`src/rtl/rv32_defs.sv`:
```
// rv32_defs: RV32M decode constants and muldiv FSM state encoding.
package rv32_defs;
  localparam logic [6:0] OPCODE_RTYPE = 7'b0110011;
  localparam logic [6:0] FUNC7_MULDIV = 7'b0000001;
  localparam logic [2:0] F3_MUL    = 3'b000;
  localparam logic [2:0] F3_MULH   = 3'b001;
  localparam logic [2:0] F3_MULHSU = 3'b010;
  localparam logic [2:0] F3_MULHU  = 3'b011;
  localparam logic [2:0] F3_DIV    = 3'b100;
  localparam logic [2:0] F3_DIVU   = 3'b101;
  localparam logic [2:0] F3_REM    = 3'b110;
  localparam logic [2:0] F3_REMU   = 3'b111;
  typedef enum logic [1:0] {S_IDLE, S_MUL, S_DIV, S_DONE} state_t;
endpackage

```
`src/rtl/muldiv_datapath.sv`:
```
// muldiv_datapath: shared 64-bit accumulator for shift-add multiply and restoring divide, plus sign fix.
module muldiv_datapath import rv32_defs::*; (
  input  logic        clk_I,
  input  logic        reset_I,
  input  logic        load,
  input  logic        special,
  input  logic        step_mul,
  input  logic        step_div,
  input  logic [2:0]  func3_I,
  input  logic [31:0] operandA_I,
  input  logic [31:0] operandB_I,
  output logic [31:0] result_O
);
  logic [63:0] acc, prod;
  logic [31:0] b_abs, a_abs_n, b_abs_n, quo, rem;
  logic [2:0]  f3;
  logic        neg, neg_r, a_sgn, b_sgn, a_neg, b_neg;
  logic [32:0] sum;
  logic [33:0] diff;
  // acc holds {hi, multiplier} while multiplying and {remainder, quotient} while dividing
  always_comb begin
    a_sgn   = func3_I != F3_MULHU && func3_I != F3_DIVU && func3_I != F3_REMU;
    b_sgn   = a_sgn && func3_I != F3_MULHSU;
    a_neg   = a_sgn && operandA_I[31];
    b_neg   = b_sgn && operandB_I[31];
    a_abs_n = a_neg ? -operandA_I : operandA_I;
    b_abs_n = b_neg ? -operandB_I : operandB_I;
    sum     = {1'b0, acc[63:32]} + (acc[0] ? {1'b0, b_abs} : 33'd0);
    diff    = {1'b0, acc[63:31]} - {2'b0, b_abs};
    prod    = neg ? -acc : acc;
    quo     = neg ? -acc[31:0] : acc[31:0];
    rem     = neg_r ? -acc[63:32] : acc[63:32];
    result_O = f3[2] ? (f3[1] ? rem : quo) : (f3 == F3_MUL ? prod[31:0] : prod[63:32]);
  end
  // special cases preload the final {rem, quo} with the sign fix disabled
  always_ff @(posedge clk_I) begin
    if (!reset_I) begin
      acc   <= '0;
      b_abs <= '0;
      f3    <= '0;
      neg   <= 1'b0;
      neg_r <= 1'b0;
    end else if (load) begin
      f3    <= func3_I;
      b_abs <= b_abs_n;
      neg   <= !special && (a_neg ^ b_neg);
      neg_r <= !special && a_neg;
      acc   <= special ? (operandB_I == 32'd0 ? {operandA_I, 32'hFFFF_FFFF} : 64'h0000_0000_8000_0000)
                       : {32'd0, a_abs_n};
    end else if (step_mul) begin
      acc <= {sum, acc[31:1]};
    end else if (step_div) begin
      acc <= diff[33] ? {acc[62:0], 1'b0} : {diff[31:0], acc[30:0], 1'b1};
    end
  end
endmodule

```
`src/rtl/ex_muldiv_unit.sv`:
```
// ex_muldiv_unit: EX-stage iterative RV32M engine; FSM, iteration counter, stall and special-case detection.
module ex_muldiv_unit import rv32_defs::*; (
  input  logic        clk_I,
  input  logic        reset_I,
  input  logic        valid_I,
  input  logic [6:0]  opCode_I,
  input  logic [2:0]  func3_I,
  input  logic [6:0]  func7_I,
  input  logic [31:0] operandA_I,
  input  logic [31:0] operandB_I,
  input  logic        advance_I,
  input  logic        flush_I,
  output logic        stall_O,
  output logic [31:0] result_O,
  output logic        resultValid_O,
  output logic        isMulDiv_O
);
  state_t      state, nxt;
  logic [4:0]  cnt, cnt_nxt;
  logic        start, special;
  logic [31:0] dp_result;
  assign isMulDiv_O = valid_I && opCode_I == OPCODE_RTYPE && func7_I == FUNC7_MULDIV;
  always_comb begin
    start   = state == S_IDLE && isMulDiv_O && !flush_I;
    special = func3_I[2] && (operandB_I == 32'd0 ||
              (!func3_I[0] && operandA_I == 32'h8000_0000 && &operandB_I));
    nxt     = state;
    cnt_nxt = cnt;
    case (state)
      S_IDLE: begin
        cnt_nxt = start ? 5'd0 : cnt;
        nxt     = start ? (special ? S_DONE : func3_I[2] ? S_DIV : S_MUL) : S_IDLE;
      end
      S_MUL, S_DIV: begin
        cnt_nxt = cnt + 5'd1;
        nxt     = cnt == 5'd31 ? S_DONE : state;
      end
      S_DONE: nxt = advance_I ? S_IDLE : S_DONE;
    endcase
    if (flush_I) nxt = S_IDLE;
    stall_O       = isMulDiv_O && state != S_DONE && !flush_I;
    resultValid_O = state == S_DONE;
    result_O      = resultValid_O ? dp_result : 32'd0;
  end
  always_ff @(posedge clk_I) begin
    if (!reset_I) begin
      state <= S_IDLE;
      cnt   <= '0;
    end else begin
      state <= nxt;
      cnt   <= cnt_nxt;
    end
  end
  muldiv_datapath u_dp (
    .clk_I      (clk_I),
    .reset_I    (reset_I),
    .load       (start),
    .special    (special),
    .step_mul   (state == S_MUL),
    .step_div   (state == S_DIV),
    .func3_I    (func3_I),
    .operandA_I (operandA_I),
    .operandB_I (operandB_I),
    .result_O   (dp_result)
  );
endmodule

```
`config.mk`:
```
export PLATFORM = sky130hd
export DESIGN_NAME = ex_muldiv_unit
export DESIGN_NICKNAME = d
export VERILOG_FILES = /design/src/rtl/rv32_defs.sv /design/src/rtl/muldiv_datapath.sv /design/src/rtl/ex_muldiv_unit.sv
export SDC_FILE = /design/constraint.sdc
export NUM_CORES = 1
export LEC_CHECK = 0
export CORE_ASPECT_RATIO = 0.9
export CORE_MARGIN = 8
export CORE_UTILIZATION = 45
export CTS_CLUSTER_DIAMETER = 80
export DETAILED_ROUTE_END_ITERATION = 8
export MAX_ROUTING_LAYER = met4
export PLACE_DENSITY = 0.65
export SLEW_MARGIN = 20
export SYNTH_ARGS = -nofsm -noshare
export SYNTH_HDL_FRONTEND = slang
export SYNTH_SLANG_ARGS = --single-unit
```
`constraint.sdc`:
```
create_clock -name clk_I -period 5.3 [get_ports clk_I]
set_clock_uncertainty 0.1 [all_clocks]
set_input_delay 1.06 -clock clk_I [delete_from_list [all_inputs] [get_ports clk_I]]
set_output_delay 1.06 -clock clk_I [all_outputs]
set_load 0.03 [all_outputs]
```
==> results of run 1 <==
-- placed cells by master, fill, tap and decap left out, drive strengths merged, types with 12 or more instances in the layout --
cell type / count
o211a: 27
dfxtp: 108
ha: 75
a211oi: 19
clkdlybuf4s50: 111
o41ai: 16
nor2: 131
o21ai: 184
inv: 76
nand4: 19
or3: 23
o31ai: 26
nor2b: 23
or4: 13
nor3: 36
a21oi: 152
o221a: 12
and2: 18
mux2i: 23
o211ai: 16
xor2: 90
nand3: 29
a31oi: 38
a221oi: 19
nor4: 23
nand2b: 19
xnor2: 109
o221ai: 28
nand2: 229
buf: 66
-- stage by stage --
step | instance area, µm² | power, mW | std cells
final | 14800 | 1.74 | 2266
after global routing | 14800 | 1.80 | 2266
after CTS | 14800 | 1.75 | 2265
after detailed placement | 14500 | 1.05 | 2249
after global placement | 14500 | 1.05 | 2249
after floorplan | 12800 | 0.929 | 1831
-- sequential cells by signal (all words and copies together), names as in the netlist --
register and count:
state 2, cnt 5, u_dp.acc 64, u_dp.neg 1, u_dp.b_abs 32, u_dp.f3 3
u_dp.neg_r 1
-- where the power goes --
group | total (mW) | switching (mW) | internal [mW]
Clock | 0.711 | 0.378 | 0.334
Sequential | 0.811 | 0.0000505 | 0.810
Combinational | 0.223 | 0.117 | 0.106
Total | 1.74 | 0.495 | 1.25
-- synthesized netlist by cell type (all sizes together) (29+ instances only) --
library cell	number	area [µm²]
xor2	90	788
nor3	36	180
clkbuf	114	428
xnor2	109	955
dfxtp	108	2160
o21ai	184	925
nand2	229	860
nand3	29	145
inv	73	274
ha	75	938
a31oi	38	238
a21oi	152	761
nor2	131	494
-- routing by layer --
metal	vias to the layer above	part of all wire [%]	global-route usage [%]
met5	-	0	-
met4	0	3.8	12.2
met3	81	9.2	5.92
met2	748	42	46.1
met1	6843	45	42.3
li1	6805	-	-
-- cell families (layout without fill, tap and decap cells) --
kind of cell,count (synthesis),count (layout),share of synthesized area [%]
compound gates,621,621,31.5
simple gates,598,598,22.2
buf+inv,200,274,6.01
xor+xnor,199,199,13.6
flops,108,108,16.9
fa+ha+maj,77,77,7.64
mux,28,28,2.24
other cells,0,1,0
-- worst reg2reg max path, cell delays in order, from the launching register on --
cell and delay (ns):
dfxtp_1 0.32, inv_1 0.17, buf_4 0.37, nor2_1 0.12, ha_1 0.35, a21oi_1 0.27, o211ai_1 0.17, a32oi_1 0.47
o21ai_1 0.28, a41oi_1 0.37, o21ai_1 0.21, a211oi_1 0.47, xor2_1 0.18, o21ai_0 0.13, o31a_1 0.32
-- worst paths after layout --
check	start	end	slack, ns	cells past startpoint
max	u_dp.acc[38]	result_O[30]	0.11	10
min	u_dp.b_abs[31]	u_dp.b_abs[31]	0.37	2
max reg2reg	u_dp.acc[0]	u_dp.acc[60]	0.88	14
min reg2reg	u_dp.b_abs[31]	u_dp.b_abs[31]	0.37	2
-- what timing repair did --
item / 4_1_cts / 5_1_grt
endpoints found under the hold margin: 0 / 0
hold buffers: 0 / 0
endpoints found under the setup margin: 4 / 10
gates resized for setup: 1 / 11
-- final cells by class --
type / instances / area, µm²
inverters: 73 / 274
flip-flops and latches: 108 / 2160
repair buffers: 185 / 1720
well taps: 360 / 450
clock buffers: 9 / 225
fillers: 2827 / 13200
multi-input cells: 1523 / 9910
diodes: 1 / 2.50
clock inverters: 7 / 70.1
==> results.yml, run 1 <==
yosys:
  synthArstFlopShare_pct: 0
  ys_seq_area_share_pct: 16.9
  synth_edf_count: 0
  syn_nets: 1994
  syn_area_mm2: 0.0128
  syn_inst: 1831
  ys.flop_type: "dfxtp_1"
  ys_ff_latch: 108
  syn-mean-instance-area_um2: 7.00
  yosysUniqueCellTypes: 75
  yosysWarnings: 0
worst_setup_path:
  crit_buf_inv: 1
  setup.worst_path.end_class: "output pin"
  cp-start-kind: "register"
  path_class: "reg -> out"
  crit_required_ns: 4.14
  arrival_ns: 4.03
  cp_slowest_cell: "clkdlybuf4s50_1"
  worstPathCellList: "nor4_1 > nand3_1 > or2_0 > or3_1 > o41ai_1 > xor2_1 > o21ai_0 > a21oi_1 > a311oi_1 > clkdlybuf4s50_1"
  cp_slowest_stage_delay_ns: 0.74
  worstPathMaxFanout: 10
  crit_family: "simple AND/OR/NAND/NOR gates"
clock_tree:
  postCtsSetupRepairBufs: 0
  clkSinkCount: 108
  htreeDepth: 3
  cts_root_buffer: "clkbuf_16"
  tritoncts: "yes"
  clk_latency_ns: 0.38
  clk_pin_slew_worst_paths_ns: 0.08
  clock_path_buffers: 2
  cts_buffers: 9
sta:
  fmax_mhz: 193
  hold_ws_ns: 0.370
  setup_viol: 0
  fin_ws_ns: 0.110
  slew_headroom_pct: 19.1
  rsz0062_at_grt: "false"
  worstMarginPinSlew_ns: 1.21
  layout_min_cycle_time_ns: 5.19
  slew_viol_final: 0
  fin_setup_tns_ns: 0
  hold_violations: 0
  timing.final.crit_share_pct: 97.9
grt:
  antenna_found_initial: 1
  overflow: 0
  grt_pass1_wl_mm: 82.2
  grt_max_degree: 68
  grt_pass1_vias: 13400
  grt_use_total_pct: 31.4
cells_and_area:
  drive_above_1_share_pct: 6.56
  nNetsFinal: 2063
  utilization_pct: 52.9
  syn2layout_area_growth_pct: 15.6
placement:
  io_buffers: 120
  dp_slack_ns: 0.320
  hpwl_mm: 42.8
  gp_congestion: 1.02
routing:
  viasPerCell: 6.39
  dr.pass1.iters: 6
  ant_nets: 0
  drtIter0Drc: 1617
  avgRoutedWirePerCell_um: 23.9
  vias: 14500
  drc: 0
  wirelength_mm: 54.2
power:
  p_leak_nw: 6.25
  ir_worst_vdd_mv: 0.147
  power_density_mw_per_mm2: 118
floorplanning:
  num_rows: 58
  fp.dieArea_mm2: 0.0341
  start_util_pct: 45.7
  die_w_um: 194
  io_pins: 121
  core-area_mm2: 0.0280
  die_h_um: 176
status:
  status: "finished, final reports clean"
run:
  cap_violations: 0
hold_path:
  worstHoldPathType: "reg -> reg"
No activity file was read; power rests on OpenSTA's default activity.
==> inputs of run 2 (changes only) <==
==> constraint.sdc (replaced) <==
create_clock -name clk_I -period 5.6 [get_ports clk_I]
set_clock_uncertainty 0.1 [all_clocks]
set_input_delay 1.12 -clock clk_I [delete_from_list [all_inputs] [get_ports clk_I]]
set_output_delay 1.12 -clock clk_I [all_outputs]
set_load 0.03 [all_outputs]
==> results.yml, run 2 (synthesis gave the netlist of run 1 again) <==
placement:
  hpwl_mm: 41.6
  gp_congestion: 1.05
  dpl.cell_count: 2237
  io_buffers: 120
sta:
  slew_viol_final: 0
  rsz0062_at_grt: "false"
  layout_min_cycle_time_ns: 5.44
  timing.final.crit_share_pct: 97.1
  hold_violations: 0
  fin_setup_tns_ns: 0
  setup_viol: 0
  slew_headroom_pct: 28.2
  fmax_mhz: 184
  worstMarginPinSlew_ns: 1.08
floorplanning:
  core-area_mm2: 0.0280
  num_rows: 58
  die_h_um: 176
  fp.dieArea_mm2: 0.0341
  start_util_pct: 45.7
  die_w_um: 194
  io_pins: 121
clock_tree:
  cts_buffers: 9
  clkSinkCount: 108
  clk_pin_slew_worst_paths_ns: 0.09
  cts_root_buffer: "clkbuf_16"
  clk_latency_ns: 0.37
  htreeDepth: 3
  clock_path_buffers: 2
  tritoncts: "yes"
  hold_buffers: 0
power:
  finalPower_mw: 1.66
  p_leak_nw: 6.03
  power_density_mw_per_mm2: 113
  ir_worst_vdd_mv: 0.139
run:
  cap_violations: 0
routing:
  wirelength_mm: 52.5
  ant_nets: 0
  drtIter0Drc: 1722
  avgRoutedWirePerCell_um: 23.3
  drc: 0
  vias: 14500
  viasPerCell: 6.43
  dr.pass1.iters: 6
grt:
  antenna_found_initial: 0
  overflow: 0
  grt_max_degree: 103
  grt_pass1_vias: 13400
  grt_use_total_pct: 30.4
  grt_pass1_wl_mm: 80.1
hold_path:
  worstHoldPathType: "reg -> reg"
cells_and_area:
  syn2layout_area_growth_pct: 14.7
  largest_register_ffs: 64
  final_cells: 2253
  nNetsFinal: 2051
  top_register: "u_dp.acc"
  reg_top3: "u_dp.acc (64), u_dp.b_abs (32), cnt (5)"
  utilization_pct: 52.5
  layout_commonest_cell: "nand2_1"
  drive_above_1_share_pct: 6.02
  layout_common_cells: "nand2_1 (229), o21ai_0 (177), a21oi_1 (152), nor2_1 (128), clkdlybuf4s50_1 (119)"
  num_antenna_cells: 0
worst_setup_path:
  arrival_ns: 4.22
  crit_buf_inv: 1
  crit_family: "simple AND/OR/NAND/NOR gates"
  worstPathCellList: "or3_4 > or4_4 > or3_2 > nor4_1 > nand3_1 > o21ai_0 > xnor2_1 > o21ai_0 > a221oi_1 > clkdlybuf4s50_1"
  crit_required_ns: 4.38
  setup.worst_path.end_class: "output pin"
  cp_slowest_cell: "clkdlybuf4s50_1"
  path_class: "reg -> out"
  worstPathMaxFanout: 4
  cp-start-kind: "register"
  crit_top_cell: "o21ai_0"
  cp_slowest_stage_delay_ns: 0.72
status:
  status: "finished, final reports clean"
## run 2: cell count changes in the layout (fill, tap and decap cells not counted), moves of 2 or more
cell	delta
buf_4	-11
dlymetal6s2s_1	-8
clkdlybuf4s50_1	+8
nor4_2	-2
nor4_1	+2
## run 2: tightest hold or removal path: stages, from the launching register on
cell and delay [ns]:
dfxtp_1 0.32, nand2_1 0.05, a21boi_0 0.06
## run 2: final cells by class
class | count | area (µm²)
Fill cell | 2801 | 13300
Multi-Input combinational cell | 1523 | 9910
Sequential cell | 108 | 2160
Timing Repair Buffer | 173 | 1590
Tap cell | 360 | 450
Inverter | 73 | 274
Clock buffer | 10 | 239
Clock inverter | 6 | 65.1
## run 2: report_power, final
group | switching (mW) | total [mW] | internal (mW)
Combinational | 0.111 | 0.210 | 0.0994
Clock | 0.352 | 0.681 | 0.329
Sequential | 0.0000493 | 0.767 | 0.767
## run 2: path summary, 6_finish.rpt
path / from / to / slack, ns / depth (start not counted)
min reg2reg: u_dp.b_abs[31] / u_dp.b_abs[31] / 0.38 / 2
min: u_dp.b_abs[31] / u_dp.b_abs[31] / 0.38 / 2
max: u_dp.acc[39] / result_O[23] / 0.16 / 10
max reg2reg: u_dp.acc[0] / u_dp.acc[60] / 1.03 / 14
## run 2: metal layers
layer / wire, µm / track usage (%)
met5: 0 / -
met3: 5020 / 4.85
met2: 22000 / 44.5
met4: 2150 / 12.6
met1: 23400 / 41.2
## run 2: what timing repair did
| item | CTS | global route |
|---|---|---|
| resized for setup | 0 | 4 |
| setup buffers | 0 | 0 |
| endpoints found under the setup margin | 0 | 15 |
## run 2: through the flow
step | setup slack [ns] | area, µm² | hold slack (ns)
finish | 0.164 | 14700 | 0.378
CTS | 0.183 | 14700 | 0.375
global route | 0.0146 | 14700 | 0.404
floorplan | 0.916 | 12800 | 0.341
global placement | 0.550 | 14400 | 0.357
detailed placement | 0.594 | 14400 | 0.365
